$ cat src/rtl/uart_tx_arbiter_if.sv
// Bundle between uart_tx_arbiter and its environment: the requester byte
// streams, the TX FIFO write port, and arbitration status.
interface uart_tx_arbiter_if #(
  parameter int unsigned NUM_REQ = 4,
  parameter int unsigned IDX_W   = $clog2(NUM_REQ)
);
  logic [NUM_REQ-1:0]   req_valid;
  logic [8*NUM_REQ-1:0] req_data;
  logic [NUM_REQ-1:0]   req_last;
  logic [NUM_REQ-1:0]   req_ready;
  logic [7:0]           fifo_wdata;
  logic                 fifo_write;
  logic                 fifo_full;
  logic [NUM_REQ-1:0]   grant;
  logic                 busy;
  logic                 abort;
  logic [IDX_W-1:0]     abort_port;

  // Arbiter side.
  modport master (
    input  req_valid, req_data, req_last, fifo_full,
    output req_ready, fifo_wdata, fifo_write, grant, busy, abort, abort_port
  );

  // Environment side: requesters plus the FIFO.
  modport slave (
    output req_valid, req_data, req_last, fifo_full,
    input  req_ready, fifo_wdata, fifo_write, grant, busy, abort, abort_port
  );
endinterface

$ cat src/rtl/uart_tx_arbiter.sv
// Packet-granular round-robin arbiter sharing one UART TX FIFO among NUM_REQ
// byte-stream requesters. Each packet is prefixed with a channel tag byte and
// an owner that goes idle too long mid-packet is dropped.
module uart_tx_arbiter #(
  parameter int unsigned NUM_REQ  = 4,
  parameter logic [7:0]  HDR_BASE = 8'hF0,
  parameter int unsigned TIMEOUT  = 1000,
  parameter int unsigned CNT_W    = 16,
  localparam int unsigned IDX_W   = $clog2(NUM_REQ)
) (
  input logic               clk,
  input logic               reset,
  uart_tx_arbiter_if.master bus
);

  typedef enum logic [1:0] {StIdle, StHdr, StPayload} state_e;

  state_e             state_q, state_d;
  logic [IDX_W-1:0]   gidx_q, gidx_d;
  logic [IDX_W-1:0]   ptr_q, ptr_d;
  logic [CNT_W-1:0]   cnt_q, cnt_d;
  logic               abort_q, abort_d;
  logic [IDX_W-1:0]   abort_port_q, abort_port_d;

  logic               pick_found;
  logic [IDX_W-1:0]   pick_idx;
  logic [IDX_W-1:0]   ptr_next;
  logic               g_valid;
  logic               g_last;
  logic [7:0]         g_data;
  logic [7:0]         fifo_wdata;
  logic               fifo_write;
  logic [NUM_REQ-1:0] req_ready;
  logic [NUM_REQ-1:0] grant;

  // Round-robin pick: first valid requester at or after the pointer, wrapping.
  always_comb begin
    int unsigned      cand;
    logic [IDX_W-1:0] cand_idx;
    pick_found = 1'b0;
    pick_idx   = '0;
    cand       = 0;
    cand_idx   = '0;
    for (int unsigned i = 0; i < NUM_REQ; i++) begin
      cand = 32'(ptr_q) + i;
      if (cand >= NUM_REQ) begin
        cand = cand - NUM_REQ;
      end
      cand_idx = IDX_W'(cand);
      if (!pick_found && bus.req_valid[cand_idx]) begin
        pick_found = 1'b1;
        pick_idx   = cand_idx;
      end
    end
  end

  // Owner's stream and the pointer value used when its packet ends.
  always_comb begin
    g_valid  = bus.req_valid[gidx_q];
    g_last   = bus.req_last[gidx_q];
    g_data   = bus.req_data[{gidx_q, 3'b000} +: 8];
    ptr_next = (gidx_q == IDX_W'(NUM_REQ - 1)) ? '0 : gidx_q + 1'b1;
  end

  // Next-state, handshake and FIFO write decode.
  always_comb begin
    state_d      = state_q;
    gidx_d       = gidx_q;
    ptr_d        = ptr_q;
    cnt_d        = cnt_q;
    abort_d      = 1'b0;
    abort_port_d = abort_port_q;
    fifo_wdata   = '0;
    fifo_write   = 1'b0;
    req_ready    = '0;
    unique case (state_q)
      StIdle: begin
        if (pick_found) begin
          gidx_d  = pick_idx;
          state_d = StHdr;
        end
      end
      StHdr: begin
        fifo_wdata = HDR_BASE + 8'(gidx_q);
        fifo_write = !bus.fifo_full;
        if (!bus.fifo_full) begin
          cnt_d   = '0;
          state_d = StPayload;
        end
      end
      StPayload: begin
        req_ready[gidx_q] = !bus.fifo_full;
        fifo_wdata        = g_data;
        fifo_write        = g_valid && !bus.fifo_full;
        if (g_valid) begin
          // A valid byte, even one stalled by a full FIFO, is not idleness.
          cnt_d = '0;
          if (!bus.fifo_full && g_last) begin
            ptr_d   = ptr_next;
            state_d = StIdle;
          end
        end else if (TIMEOUT != 0) begin
          if (cnt_q == CNT_W'(TIMEOUT - 1)) begin
            cnt_d        = '0;
            abort_d      = 1'b1;
            abort_port_d = gidx_q;
            ptr_d        = ptr_next;
            state_d      = StIdle;
          end else begin
            cnt_d = cnt_q + 1'b1;
          end
        end
      end
      default: state_d = StIdle;
    endcase
  end

  // One-hot owner decode; empty while idle.
  always_comb begin
    grant = '0;
    if (state_q != StIdle) begin
      grant[gidx_q] = 1'b1;
    end
  end

  // State registers; reset leaves requester 0 with top priority.
  always_ff @(posedge clk or negedge reset) begin
    if (!reset) begin
      state_q      <= StIdle;
      gidx_q       <= '0;
      ptr_q        <= '0;
      cnt_q        <= '0;
      abort_q      <= 1'b0;
      abort_port_q <= '0;
    end else begin
      state_q      <= state_d;
      gidx_q       <= gidx_d;
      ptr_q        <= ptr_d;
      cnt_q        <= cnt_d;
      abort_q      <= abort_d;
      abort_port_q <= abort_port_d;
    end
  end

  assign bus.req_ready  = req_ready;
  assign bus.fifo_wdata = fifo_wdata;
  assign bus.fifo_write = fifo_write;
  assign bus.grant      = grant;
  assign bus.busy       = (state_q != StIdle);
  assign bus.abort      = abort_q;
  assign bus.abort_port = abort_port_q;

endmodule
$ cat src/flat_wrapper.sv
// flat-port wrapper written by rule: the top's interface ports become plain ports
module uart_tx_arbiter_flat 
#(
  parameter int unsigned NUM_REQ  = 4,
  parameter logic [7:0]  HDR_BASE = 8'hF0,
  parameter int unsigned TIMEOUT  = 1000,
  parameter int unsigned CNT_W    = 16,
  localparam int unsigned IDX_W   = $clog2(NUM_REQ)
)
  (clk, reset, bus_req_valid, bus_req_data, bus_req_last, bus_fifo_full, bus_req_ready, bus_fifo_wdata, bus_fifo_write, bus_grant, bus_busy, bus_abort, bus_abort_port);
  uart_tx_arbiter_if #(.NUM_REQ(NUM_REQ)) bus_i ();
  input logic clk;
  input logic reset;
  input wire logic [$bits(bus_i.req_valid)-1:0] bus_req_valid;
  input wire logic [$bits(bus_i.req_data)-1:0] bus_req_data;
  input wire logic [$bits(bus_i.req_last)-1:0] bus_req_last;
  input wire logic [$bits(bus_i.fifo_full)-1:0] bus_fifo_full;
  output wire logic [$bits(bus_i.req_ready)-1:0] bus_req_ready;
  output wire logic [$bits(bus_i.fifo_wdata)-1:0] bus_fifo_wdata;
  output wire logic [$bits(bus_i.fifo_write)-1:0] bus_fifo_write;
  output wire logic [$bits(bus_i.grant)-1:0] bus_grant;
  output wire logic [$bits(bus_i.busy)-1:0] bus_busy;
  output wire logic [$bits(bus_i.abort)-1:0] bus_abort;
  output wire logic [$bits(bus_i.abort_port)-1:0] bus_abort_port;
  assign bus_i.req_valid = bus_req_valid;
  assign bus_i.req_data = bus_req_data;
  assign bus_i.req_last = bus_req_last;
  assign bus_i.fifo_full = bus_fifo_full;
  assign bus_req_ready = bus_i.req_ready;
  assign bus_fifo_wdata = bus_i.fifo_wdata;
  assign bus_fifo_write = bus_i.fifo_write;
  assign bus_grant = bus_i.grant;
  assign bus_busy = bus_i.busy;
  assign bus_abort = bus_i.abort;
  assign bus_abort_port = bus_i.abort_port;
  uart_tx_arbiter #(.NUM_REQ(NUM_REQ), .HDR_BASE(HDR_BASE), .TIMEOUT(TIMEOUT), .CNT_W(CNT_W)) u_core (.clk(clk), .reset(reset), .bus(bus_i));
endmodule
$ cat config.mk
export PLATFORM = sky130hd
export DESIGN_NAME = uart_tx_arbiter_flat
export DESIGN_NICKNAME = d
export VERILOG_FILES = /design/src/rtl/uart_tx_arbiter_if.sv /design/src/rtl/uart_tx_arbiter.sv /design/src/flat_wrapper.sv
export SDC_FILE = /design/constraint.sdc
export NUM_CORES = 1
export LEC_CHECK = 0
export BUFFER_PORTS_ARGS = -buffer_cell sky130_fd_sc_hd__buf_4
export CAP_MARGIN = 30
export CORE_MARGIN = 10
export CORE_UTILIZATION = 54
export DETAILED_ROUTE_END_ITERATION = 12
export GPL_TIMING_DRIVEN = 0
export PLACE_DENSITY = 0.9
export REMOVE_ABC_BUFFERS = 1
export SLEW_MARGIN = 0
export SYNTH_ARGS = -nofsm -noshare
export SYNTH_HDL_FRONTEND = slang
export SYNTH_SLANG_ARGS = --single-unit
$ cat constraint.sdc
create_clock -name clk -period 3.19 [get_ports clk]
set_input_delay 0.319 -clock clk [delete_from_list [all_inputs] [get_ports clk]]
set_output_delay 0.319 -clock clk [all_outputs]
set_load 0.02 [all_outputs]
==> results.md, run 1 <==
- Grt total ovfl: 0
- MaxCap Viol Count: 0
- Power density over cell area: 658 mW/mm²
- Post-synth top flop: dfrtp_1
- Area Growth Syn to Fin: 30.4%
- Final Max Tran Viols: 0
- ANT nets after route: 0
- Initial antenna violation count: 0
- DR WL/cell: 16.6 µm
- TritonCTS Buffers: 3
- Remaining DRCs: 0
- Syn_area_per_cell: 9.72 µm²
- WP data arrival: 2.23 ns
- Chip height: 78.8 µm
- Drt first pass iters: 4
- Synth Instances: 192
- Fin crit period: 2.55 ns
- H-tree levels: 1
- Clk root buf: clkbuf_4
- Clk sinks: 25
- Seq/Total Area, Yosys: 0.335
- Distinct cells, synth: 41
- Port Buffers: 63
- Hold Crit Class: in -> reg
- Clock transition at path regs: 0.14 ns
- Fillcell total: 256
- Largest net degree at the start of global routing: 26
- Synthesized area: 0.00187 mm²
- Layout cells sized above 1: 0.341
- Routed Wire Length: 5010 µm
- Yosys top cell by area: dfrtp_1
- Iter 0 DRT Violations: 131
- Setup Fix Bufs, Post-CTS: 0
- Max Freq: 392 MHz
- Layout Skew: 0.00359 ns
- IO Pins: 64
- Status: finished clean
- WP data required: 2.87 ns
- WHS: 0.337 ns
- CTS Buffer Depth: 2
- Crit end category: output pin
- Count leader, synth: dfrtp_1
- Top cells by count, synth: dfrtp_1 (25), nor2_1 (24), nand2_1 (14)
- Post-synth EDFFs: 0
- Layout Cells excl Fill: 301
- Crit path kind: reg -> out
- RSZ-0062 raised after global routing: no
- Detail Placement HPWL: 3900 µm
- Synth Warn #: 0
- Global-route wire length before repair: 8020 µm
- Clock latency on the worst-skew pair: 0.32 ns
- Core Rows: 21
- Yosys top cell area share: 0.335
- CTS tree: done
- Final Instance Area: 0.00243 mm²
- Total global-route track usage: 0.157
- Top cells by area, synth: dfrtp_1 (34%), mux4_2 (11%), ha_1 (6.7%), nor2_1 (4.8%), xnor2_1 (4.2%)
- Slew Limit Headroom: 0.423
- Die area: 0.00621 mm²
- Peak VDD IR: 0.424 mV
- Initial Utilization: 0.559
- Synthesized flop and latch total: 25
- Area after DPL: 0.00237 mm²
- Final setup fails: 0
- CP Launch Type: flip-flop
- Final hold violation count: 0
- Vias in the first global route: 1569
- Post-route setup TNS: 0 ns
- Die extent in x: 78.8 µm
- Vias: 1657
- Post-DR vias/cell: 5.50
- GP Congestion: 0.815
- Ys async rst share: 1.00
- Final nets: 309
- Final period util: 0.800
- Core area: 0.00334 mm²
- Critical Path Fanout Max: 14
- Total Power: 0.00160 W
- Placed insts: 295
- Worst slew pin tran: 0.862 ns
- Leak pwr: 1.13 nW
- ANT cells: 0
[cells by family (layout without fill, tap and decap cells)]
group | Yosys count | after routing | synth area share
buffers and inverters | 14 | 77 | 0.0315
adders and majority gates | 10 | 10 | 0.0670
xor gates and xnor gates | 13 | 13 | 0.0610
and+or+nand+nor | 86 | 86 | 0.253
DFF | 25 | 25 | 0.335
muxes | 20 | 20 | 0.172
AOI/OAI and AO/OA | 24 | 24 | 0.0798
[cell type report]
cell class              instances  area, µm²  share of cell area
multi-input cells             153       1180               0.486
clock buffers                   3       22.5             0.00925
repair buffers                 65        510               0.210
flip-flops and latches         25        626               0.257
inverters                       8       30.0              0.0123
clock inverters                 1       5.00             0.00206
well taps                      46       57.6              0.0237
[worst max-delay path: stages, from the launching register on]
cell	delay, ns
dfrtp_1	0.43
inv_1	0.13
ha_1	0.52
nand2b_1	0.14
o22ai_1	0.24
nor2_1	0.07
nor3b_1	0.20
buf_4	0.18
[repair_timing]
item	in CTS	in global routing
hold buffers	1	0
endpoints found under the hold margin	25	0
gates resized for setup	0	0
[cell usage in the layout (no fill, tap or decap), types with 2 or more instances in the layout]
master / synthesis / routed
nand2b_1: 5 / 5
a21oi_1: 8 / 8
xnor2_1: 9 / 9
xor2_1: 4 / 4
mux2_1: 2 / 2
and3_1: 5 / 5
o21ai_0: 5 / 5
nand2_1: 14 / 14
and4_1: 3 / 3
and2_1: 4 / 4
clkbuf_4: 0 / 3
buf_4: 1 / 63
o21ai_1: 2 / 2
mux4_2: 9 / 9
nor2_1: 24 / 24
mux2_2: 5 / 5
nor2b_1: 10 / 10
nor3b_1: 2 / 2
nand3_1: 5 / 5
inv_1: 8 / 8
nor4_1: 5 / 5
mux2i_1: 4 / 4
dfrtp_1: 25 / 25
ha_1: 10 / 10
o21a_1: 2 / 2
nand3b_1: 3 / 3
[state kept, by name, indices dropped and copies added, names as in the netlist]
register / cells
u_core.state_q: 2
u_core.ptr_q: 2
u_core.bus.abort: 1
u_core.gidx_q: 2
u_core.cnt_q: 16
u_core.bus.abort_port: 2
[worst paths after layout]
path	startpoint	endpoint	slack [ns]	cells after the start
setup / recovery	u_core.state_q[0]	bus_fifo_write	0.64	7
hold / removal	bus_req_valid[0]	u_core.gidx_q[0]	0.34	4
setup reg to reg	u_core.state_q[0]	u_core.cnt_q[7]	0.84	5
hold reg to reg	u_core.cnt_q[0]	u_core.cnt_q[0]	0.52	1
max in group asynchronous	reset	u_core.state_q[0]	2.52	2
min in group asynchronous	reset	u_core.cnt_q[0]	0.42	2
[where the power goes]
| group | internal (W) | leakage, nW | switching (W) | total, W |
|---|---|---|---|---|
| Combinational | 0.000478 | 0.776 | 0.000547 | 0.00102 |
| Sequential | 0.000360 | 0.340 | 0.0000738 | 0.000433 |
| Clock | 0.0000470 | 0.0177 | 0.0000958 | 0.000143 |
[per-layer routing]
metal | up-vias | routed length, µm | track usage
li1 | 800 | - | -
met5 | - | 0 | 0
met1 | 789 | 1990 | 0.190
met4 | 0 | 82 | 0.0484
met3 | 8 | 259 | 0.0259
met2 | 60 | 2680 | 0.278
[through the flow]
step,utilization,setup WS [ns]
after floorplan,-,0.893
after global placement,0.710,0.654
after detailed placement,0.710,0.595
after CTS,0.721,0.470
after global routing,0.729,0.398
final,0.729,0.637
Note: power is estimated with default switching activity, not from simulation.
==> inputs of run 2 (changes only) <==
CORE_UTILIZATION = 50   (was 54)
PLACE_DENSITY = 0.85   (was 0.9)
clock period = 2.6 ns   (was 3.19 ns; I/O delays follow)
==> run 2 against run 1 <==
Compared with the run above: combinational power increased by 12%; sequential power increased by 35%; final cell count rose by 0.33%; power increased by 22%; clock power increased by 57%; register-to-register slack got worse by 0.47 ns; final area fell by 0.10%; largest power group unchanged; die area is 5.9% higher; via count shrank 3.3%; utilization is 6.0 points lower; clock skew increased by 0.0025 ns; wire length fell by 2.5%.
==> results.md, run 2 (synthesized netlist as in run 1, its figures left out) <==
- Setup Fix Bufs, Post-CTS: 0
- Critical Path Fanout Max: 14
- R2r setup slk: 0.37 ns
- H-tree levels: 1
- ANT cells: 0
- Total global-route track usage: 0.150
- Most frequent cells in the layout: buf_4 (63), nor2_1 (24), dfrtp_1 (24)
- Post-DR vias/cell: 5.30
- Clock latency on the worst-skew pair: 0.27 ns
- Vias: 1602
- CP Launch Type: flip-flop
- Crit end category: output pin
- Top layer in use: met4
- Slowest stage delay, CP: 0.42 ns
- Crit path kind: reg -> out
- Largest net degree at the start of global routing: 26
- WP data required: 2.34 ns
- Fillcell total: 318
- Vias in the first global route: 1570
- Layout Skew: 0.00606 ns
- Most common cell after layout, fill and taps aside: buf_4
- Area Growth Syn to Fin: 30.2%
- Final Instance Area: 0.00243 mm²
- Global-route wire length before repair: 7960 µm
- Worst slew pin tran: 0.798 ns
- Worst path top cell family by delay: flip-flops
- Sequential cell area: 627 µm²
- Area occupied by multi-input gates: 0.00118 mm²
- Top reg by flops: u_core.cnt_q
- DR WL/cell: 16.2 µm
- IO Pins: 64
- Max reg flops: 16
- Core area: 0.00363 mm²
- Final Max Tran Viols: 0
- Post-route setup TNS: 0 ns
- Layout cells sized above 1: 0.346
- Chip height: 81.1 µm
- CTS tree: done
- Power density over cell area: 802 mW/mm²
- Fin crit period: 2.26 ns
- Status: finished clean
- Final setup fails: 0
- Grt total ovfl: 0
- Final hold violation count: 0
- Hold Crit Class: in -> reg
- Metal2 WL: 2580 µm
- Max Freq: 442 MHz
- Port Buffers: 63
- Initial Utilization: 0.514
- Final nets: 308
- Detail Placement HPWL: 3920 µm
- Drt first pass iters: 4
- Die area: 0.00658 mm²
- Clock transition at path regs: 0.08 ns
- Iter 0 DRT Violations: 100
- Die extent in x: 81.1 µm
- TritonCTS Buffers: 3
- Initial antenna violation count: 0
- Slew Limit Headroom: 0.466
- GP Congestion: 0.815
- ANT nets after route: 0
- RSZ-0062 raised after global routing: no
- CTS Buffer Depth: 2
- WP data arrival: 2.00 ns
- Clk root buf: clkbuf_8
- Area after DPL: 0.00237 mm²
- DRT met1 WL: 2060 µm
- Final period util: 0.871
- CP Buf/Inv Count: 2
- Remaining DRCs: 0
- Core Rows: 22
- Met3 wire length: 182 µm
- Peak VDD IR: 0.516 mV
- Max stage delay cell, worst path: dfrtp_1
- Crit-path cells: inv_1 -> ha_2 -> nand2_1 -> o22ai_1 -> nor2_1 -> nor3b_1 -> buf_4
- Routed Wire Length: 4880 µm
- Leak pwr: 1.13 nW
- MaxCap Viol Count: 0
- Clk sinks: 25
[run 2: changes by cell type in the layout (fill, tap and decap cells not counted)]
cell and change:
buf_16 -1, ha_2 +1, dfrtp_1 -1, ha_1 -1, dfrtp_2 +1, clkbuf_4 -3
clkbuf_8 +3
[run 2: cell type report]
cell class	count	share of cell area
flip-flops and latches	25	0.258
well taps	48	0.0247
clock buffers	3	0.0170
inverters	8	0.0124
clock inverters	1	0.00206
repair buffers	64	0.199
multi-input cells	153	0.487
[run 2: worst paths after layout]
path | from | depth (start not counted) | to
worst max-delay path | u_core.state_q[0] | 7 | bus_fifo_write
worst min-delay path | bus_req_valid[0] | 4 | u_core.gidx_q[0]
max in group asynchronous | reset | 2 | u_core.gidx_q[0]
min in group asynchronous | reset | 2 | u_core.cnt_q[2]
worst min register to register | u_core.cnt_q[0] | 1 | u_core.cnt_q[0]
worst max register to register | u_core.gidx_q[0] | 5 | u_core.ptr_q[1]
[run 2: through the flow]
stage / total power [W] / hold WS, ns / utilization / setup WS [ns] / instances
after detailed placement: 0.00174 / 0.177 / 0.653 / 0.0242 / 297
after global routing: 0.00210 / 0.343 / 0.669 / 0.163 / 302
final: 0.00195 / 0.321 / 0.669 / 0.336 / 302
after CTS: 0.00197 / 0.320 / 0.668 / 0.0124 / 302
after floorplan: 0.00134 / -0.0356 / - / 0.303 / 186
after global placement: 0.00171 / 0.173 / 0.653 / 0.0588 / 297
[run 2: layer usage]
layer / vias to the layer above / global-route usage
li1: 802 / -
met1: 760 / 0.177
met2: 34 / 0.276
met3: 6 / 0.0298
met4: 0 / 0.0277
met5: - / 0
[run 2: power by group]
group | internal [W] | switching, W
sequential | 0.000442 | 0.000142
clock | 0.000107 | 0.000117
combinational | 0.000551 | 0.000591
total | 0.00110 | 0.000850
[run 2: worst min-delay path, stage by stage]
cell     delay, ns
buf_4         0.11
a21oi_1       0.06
nand2_1       0.06
o21ai_0       0.06
[run 2: what timing repair did]
action	CTS	global route
endpoints found under the hold margin	25	0
resized for setup	0	2
setup endpoints to repair	0	18
hold buffers	1	0
